### src/rtl/bus_timer_pkg.sv
// Shared definitions for the bus_timer peripheral: register offsets, CTRL bit
// positions and the byte-masked merge used by bus responders.
package bus_timer_pkg;

   localparam logic [2:0] REG_CTRL     = 3'd0;
   localparam logic [2:0] REG_PRESCALE = 3'd1;
   localparam logic [2:0] REG_MTIME_LO = 3'd2;
   localparam logic [2:0] REG_MTIME_HI = 3'd3;
   localparam logic [2:0] REG_CMP_LO   = 3'd4;
   localparam logic [2:0] REG_CMP_HI   = 3'd5;
   localparam logic [2:0] REG_STATUS   = 3'd6;

   localparam int CTRL_EN           = 0;
   localparam int CTRL_IRQ_EN       = 1;
   localparam int CTRL_CLR_ON_MATCH = 2;

   function automatic logic [31:0] byte_merge(input logic [31:0] old_val,
                                              input logic [31:0] wdata,
                                              input logic [3:0]  wmask);
      logic [31:0] merged;
      merged = old_val;
      for (int i = 0; i < 4; i++) begin
         if (wmask[i]) merged[8*i +: 8] = wdata[8*i +: 8];
      end
      return merged;
   endfunction

endpackage

### src/rtl/timer_prescaler.sv
// Prescaler for bus_timer: counts 0..i_prescale while enabled and emits a
// one-cycle tick on the wrap. Freezing (i_en=0) keeps the count.
module timer_prescaler #(
   parameter int PRESCALE_W = 16
) (
   input  logic                  clk,
   input  logic                  rst,
   input  logic                  i_en,
   input  logic [PRESCALE_W-1:0] i_prescale,
   output logic                  o_tick
);

   logic [PRESCALE_W-1:0] r_cnt;

   assign o_tick = i_en && (r_cnt == i_prescale);

   always_ff @(posedge clk) begin
      if (rst)         r_cnt <= '0;
      else if (o_tick) r_cnt <= '0;
      else if (i_en)   r_cnt <= r_cnt + PRESCALE_W'(1);
   end

endmodule

### src/rtl/bus_timer.sv
// Memory-mapped 64-bit timer/compare responder: single-cycle bus handshake,
// prescaled mtime counter, compare with sticky PENDING and level irq.
module bus_timer
   import bus_timer_pkg::*;
#(
   parameter logic [31:0] BASE_ADDR  = 32'h0001_0000,
   parameter int          PRESCALE_W = 16
) (
   input  logic        clk,
   input  logic        rst,
   input  logic [31:0] addr,
   input  logic [31:0] wdata,
   input  logic [3:0]  wmask,
   input  logic        wen,
   input  logic        ren,
   output logic [31:0] rdata,
   output logic        done,
   output logic        active,
   output logic        irq
);

   logic [2:0]            r_ctrl;
   logic [PRESCALE_W-1:0] r_prescale;
   logic [63:0]           r_mtime;
   logic [63:0]           r_cmp;
   logic [31:0]           r_hi_shadow;
   logic                  r_pending;
   logic                  r_done;
   logic [31:0]           r_rdata;
   logic                  r_irq;

   logic        w_accept, w_wr, w_rd, w_tick, w_eq, w_set, w_w1c;
   logic [2:0]  w_off;
   logic [63:0] w_mtime_inc, w_mtime_nxt;
   logic [31:0] w_rd_val, w_ctrl_mrg, w_pre_mrg;
   logic        w_unused;

   // BASE_ADDR is 32-byte aligned, so the window is a match on addr[31:5].
   assign active   = (addr[31:5] == BASE_ADDR[31:5]);
   assign w_accept = active && (ren || wen) && !r_done;
   assign w_wr     = w_accept && wen;
   assign w_rd     = w_accept && ren && !wen;
   assign w_off    = addr[4:2];

   assign done  = r_done;
   assign rdata = r_rdata;
   assign irq   = r_irq;

   timer_prescaler #(.PRESCALE_W(PRESCALE_W)) u_prescaler (
      .clk        (clk),
      .rst        (rst),
      .i_en       (r_ctrl[CTRL_EN]),
      .i_prescale (r_prescale),
      .o_tick     (w_tick)
   );

   assign w_eq        = (r_mtime == r_cmp);
   assign w_mtime_inc = !w_tick ? r_mtime :
                        (r_ctrl[CTRL_CLR_ON_MATCH] && w_eq) ? 64'd0 : r_mtime + 64'd1;
   assign w_set       = (r_mtime >= r_cmp) || (w_tick && r_ctrl[CTRL_CLR_ON_MATCH] && w_eq);
   assign w_w1c       = w_wr && (w_off == REG_STATUS) && wmask[0] && wdata[0];
   assign w_ctrl_mrg  = byte_merge({29'd0, r_ctrl}, wdata, wmask);
   assign w_pre_mrg   = byte_merge(32'(r_prescale), wdata, wmask);
   assign w_unused    = &{1'b0, addr[1:0], w_ctrl_mrg[31:3], w_pre_mrg[31:PRESCALE_W]};

   // Software bytes override the ticked value; untouched bytes keep the tick.
   always_comb begin
      w_mtime_nxt = w_mtime_inc;
      if (w_wr && w_off == REG_MTIME_LO)
         w_mtime_nxt[31:0] = byte_merge(w_mtime_inc[31:0], wdata, wmask);
      if (w_wr && w_off == REG_MTIME_HI)
         w_mtime_nxt[63:32] = byte_merge(w_mtime_inc[63:32], wdata, wmask);
   end

   always_comb begin
      w_rd_val = 32'd0;
      case (w_off)
         REG_CTRL:     w_rd_val = {29'd0, r_ctrl};
         REG_PRESCALE: w_rd_val = 32'(r_prescale);
         REG_MTIME_LO: w_rd_val = r_mtime[31:0];
         REG_MTIME_HI: w_rd_val = r_hi_shadow;
         REG_CMP_LO:   w_rd_val = r_cmp[31:0];
         REG_CMP_HI:   w_rd_val = r_cmp[63:32];
         REG_STATUS:   w_rd_val = {31'd0, r_pending};
         default:      w_rd_val = 32'd0;
      endcase
   end

   always_ff @(posedge clk) begin
      if (rst) begin
         r_ctrl      <= '0;
         r_prescale  <= '0;
         r_mtime     <= '0;
         r_cmp       <= '0;
         r_hi_shadow <= '0;
         r_pending   <= 1'b0;
         r_done      <= 1'b0;
         r_rdata     <= '0;
         r_irq       <= 1'b0;
      end else begin
         r_done    <= w_accept;
         r_rdata   <= w_rd ? w_rd_val : 32'd0;
         r_mtime   <= w_mtime_nxt;
         r_irq     <= r_pending && r_ctrl[CTRL_IRQ_EN];
         r_pending <= w_set || (r_pending && !w_w1c);
         if (w_rd && w_off == REG_MTIME_LO) r_hi_shadow <= r_mtime[63:32];
         if (w_wr) begin
            case (w_off)
               REG_CTRL:     r_ctrl            <= w_ctrl_mrg[2:0];
               REG_PRESCALE: r_prescale        <= w_pre_mrg[PRESCALE_W-1:0];
               REG_CMP_LO:   r_cmp[31:0]       <= byte_merge(r_cmp[31:0], wdata, wmask);
               REG_CMP_HI:   r_cmp[63:32]      <= byte_merge(r_cmp[63:32], wdata, wmask);
               default: ;
            endcase
         end
      end
   end

endmodule
### config.mk
export PLATFORM = sky130hd
export DESIGN_NAME = bus_timer
export DESIGN_NICKNAME = d
export VERILOG_FILES = /design/src/rtl/bus_timer_pkg.sv /design/src/rtl/timer_prescaler.sv /design/src/rtl/bus_timer.sv
export SDC_FILE = /design/constraint.sdc
export NUM_CORES = 1
export LEC_CHECK = 0
export ABC_AREA = 1
export ABC_CLOCK_PERIOD_IN_PS = 1900
export BUFFER_PORTS_ARGS = -buffer_cell sky130_fd_sc_hd__buf_2
export CAP_MARGIN = 20
export CORE_MARGIN = 2
export CORE_UTILIZATION = 45
export CTS_BUF_LIST = sky130_fd_sc_hd__clkbuf_8
export DETAILED_ROUTE_END_ITERATION = 8
export HOLD_SLACK_MARGIN = 0.05
export PLACE_DENSITY = 0.74
export SLEW_MARGIN = 10
export SYNTH_ARGS = -nofsm -noshare
export SYNTH_HDL_FRONTEND = slang
export SYNTH_SLANG_ARGS = --single-unit
export TNS_END_PERCENT = 10
### constraint.sdc
create_clock -name clk -period 1.9 [get_ports clk]
set_clock_uncertainty 0.05 [all_clocks]
set_input_delay 0.38 -clock clk [delete_from_list [all_inputs] [get_ports clk]]
set_output_delay 0.38 -clock clk [all_outputs]
set_load 0.1 [all_outputs]
==> run summary <==
F_max: 461 MHz
Antenna cells: 0
Switching part of the total: 25.4%
Worst hold path class: input pin to register
Clock slew at reported path FFs: 0.06 ns
Maximum vdd ir drop: 0.417 mV
Starting density of the core: 46.0%
RSZ-0062 raised after global routing: true
Die area: 30900 um2
Vias in the first global route: 15800
Distinct cells, synth: 42
Final worst-path setup slack: -0.269 ns
Die width: 176 um
Number of port buffers: 104
Post-layout util: 67.6%
Synth warn: 0
Via density per instance: 5.53
Share of cells above drive strength 1: 34.4%
Largest net degree at the start of global routing: 63
NumNets Final: 2682
Final Hold Fails: 0
Rel. slew slack: 63.7%
Slew @ Worst Pin: 0.539 ns
Post-Layout Cell Count: 2960
Pre-CTS WS: -0.679 ns
First-pass GRT wire length: 83900 um
WL/cell: 18.8 um
Most common flop cell mapped by yosys: dfxtp_1
DRC: 0
FFs w/ async S/R, synth: 0%
Placed Instances: 2851
EDFF count, synth: 0
CP endpoint kind: register
Clk root buf: clkbuf_8
Comb power frac: 5.3%
Final Max Tran Viols: 0
Antenna viol nets, final: 0
Layout area overhead: 46.8%
Row count: 62
MaxCap Viol Count: 0
HPWL Detailed: 40300 um
Critical path arrival: 2.54 ns
Crit Path Class: register to register
Clock Latency Late Sink: 0.57 ns
Die Y: 176 um
Power Dens Cells: 523 nW/um2
Clk network pwr share: 47.5%
Maximum fanout along the worst path: 8
Routed vias: 16400
Failing checks: negative setup slack
Leak: 8.13 nW
Total power draw: 10.2 mW
Placer Congestion: 1.04
Sink Count: 230
Yosys reg bits: 230
Critical Path RT: 2.27 ns
First-iteration detailed-routing DRC count: 1713
GRT overflow: 0
Final Cycle Share: 114%
Sequential share of power: 47.2%
First-pass DRT Iterations: 6
Seq/Total Area, Yosys: 34.7%
TritonCTS Buffers: 42
P_int: 7.62 mW
Antenna violations before repair: 0
Post-route minimum period: 2.17 ns
Syn Area/Cell: 6.46 um2
CTS max path bufs: 3
# IOs: 107
Synth Net Count: 2195
Hold slack: 0.0704 ns
All-Layer GR Usage: 34.6%
CTS tree: built
Mapped Area: 13300 um2
Status: finished with violations
Core ar.: 28900 um2
CTS H-tree depth: 2
Final-report setup violation count: 66
Switching Power: 2.59 mW
Synth Instances: 2057
Drt total wl: 55700 um
Startpoint Class: register
==> placed cells by master, fill, tap and decap left out, types with 4 or more instances in the layout <==
master         count
nand2_1          381
nand2_8            5
a221oi_1          16
nor2_4            37
nor3_1            16
ha_1              24
ha_4              42
buf_12            14
buf_4            380
inv_2             48
nand4_1           41
inv_1            233
dlygate4sd3_1      4
a211oi_1          13
nand2_4            9
nand3_1           78
nand3_2           18
buf_2            102
nor2_2            47
o21bai_1          22
nand3b_1           4
o21ai_1            8
clkinv_2           4
clkbuf_8          52
dfxtp_2           57
o21ai_0          126
nand2_2           39
o22ai_1           48
nor2_1           297
a21oi_1          188
xor2_1             6
dfxtp_4            4
buf_6              7
dfxtp_1          169
==> cells by family after synthesis <==
family,after synthesis,share of synthesized area [%]
flip-flops,230,34.7
AND/OR/NAND/NOR,986,30.6
buffers and inverters,334,9.86
XOR/XNOR,7,0.461
adder cells (fa/ha/maj),66,6.21
AO/OA/AOI/OAI,434,18.2
==> state kept, by name (all words and copies together) (netlist names) <==
register	count
r_cmp	64
r_mtime	64
r_hi_shadow	32
rdata	32
r_prescale	16
u_prescaler.r_cnt	16
r_ctrl	3
done	1
irq	1
r_pending	1
==> through the flow <==
| stage | TNS, ns | instance area, um2 |
|---|---|---|
| 2_1_floorplan | -52.19 | 13300 |
| 3_3_place_gp | -57.05 | 17000 |
| 3_5_place_dp | -68.81 | 17000 |
| 4_1_cts | -8.96 | 19000 |
| 5_1_grt | -18.41 | 19500 |
| 6_report | -14.04 | 19500 |
==> critical path, stage by stage, from the launching register on <==
cell	delay [ns]
dfxtp_1	0.36
ha_4	0.31
nand2_4	0.06
nor2_4	0.13
nand2_2	0.09
nor2_4	0.14
nand2_2	0.09
nor2_4	0.15
nand2_4	0.08
nor2_2	0.11
buf_6	0.19
nor2_4	0.11
nand3_2	0.08
a21oi_1	0.08
==> synthesized netlist by cell type, types with 13 or more instances <==
| cell | number | area share, % |
|---|---|---|
| a21oi_1 | 190 | 7.2 |
| inv_1 | 260 | 7.3 |
| o21bai_1 | 22 | 1.2 |
| nor3_1 | 17 | 0.64 |
| dfxtp_1 | 230 | 35 |
| nand2_1 | 431 | 12 |
| o22ai_1 | 48 | 2.3 |
| a211oi_1 | 13 | 0.73 |
| nand4_1 | 41 | 1.9 |
| o21ai_0 | 128 | 4.8 |
| nor2_1 | 371 | 10 |
| a221oi_1 | 16 | 1.1 |
| ha_1 | 66 | 6.2 |
| buf_2 | 21 | 0.79 |
| nand3_1 | 94 | 3.5 |
| clkbuf_1 | 40 | 1.1 |
==> timing repair <==
action / in CTS / in global routing
endpoints found under the hold margin: 7 / 0
pin swaps: 68 / 66
gates resized for setup: 228 / 129
endpoints found under the setup margin: 83 / 83
buffers inserted: 20 / 9
hold buffers: 4 / 0
gates cloned: 2 / 0
==> layout make-up <==
type                    count  area (um2)
fillers                  2398        9350
multi-input cells        1493        8640
flip-flops and latches    230        4690
repair buffers            510        3840
inverters                 267        1000
clock buffers              52         716
well taps                 384         480
clock inverters            24         140
==> metal layers <==
| layer | share of wire [%] | wire length, um | vias to the layer above | GRT usage (%) |
|---|---|---|---|---|
| met3 | 10 | 5590 | 234 | 6.13 |
| met5 | 0 | 0 | - | 0 |
| met4 | 5.4 | 3020 | 0 | 16.6 |
| li1 | - | - | 7720 | - |
| met1 | 40 | 22300 | 7472 | 44.8 |
| met2 | 45 | 24900 | 928 | 55.7 |
==> final timing paths <==
check                      start  depth (start not counted)  slack (ns)              to
setup / recovery     r_mtime[51]                         13       -0.27     r_mtime[51]
hold / removal         wdata[26]                          3        0.07     r_mtime[58]
setup reg to reg     r_mtime[51]                         13       -0.27     r_mtime[51]
hold reg to reg   r_hi_shadow[1]                          2        0.40  r_hi_shadow[1]
==> power groups by stage <==
stage / logic, mW / registers, mW / clock network (mW)
finish: 0.539 / 4.82 / 4.85
detailed placement: 0.507 / 4.93 / 0
global route: 0.567 / 4.82 / 5.12
global placement: 0.499 / 4.93 / 0
floorplan: 0.189 / 4.93 / 0
CTS: 0.517 / 4.82 / 4.89
No activity file was read; power rests on OpenSTA's default activity.
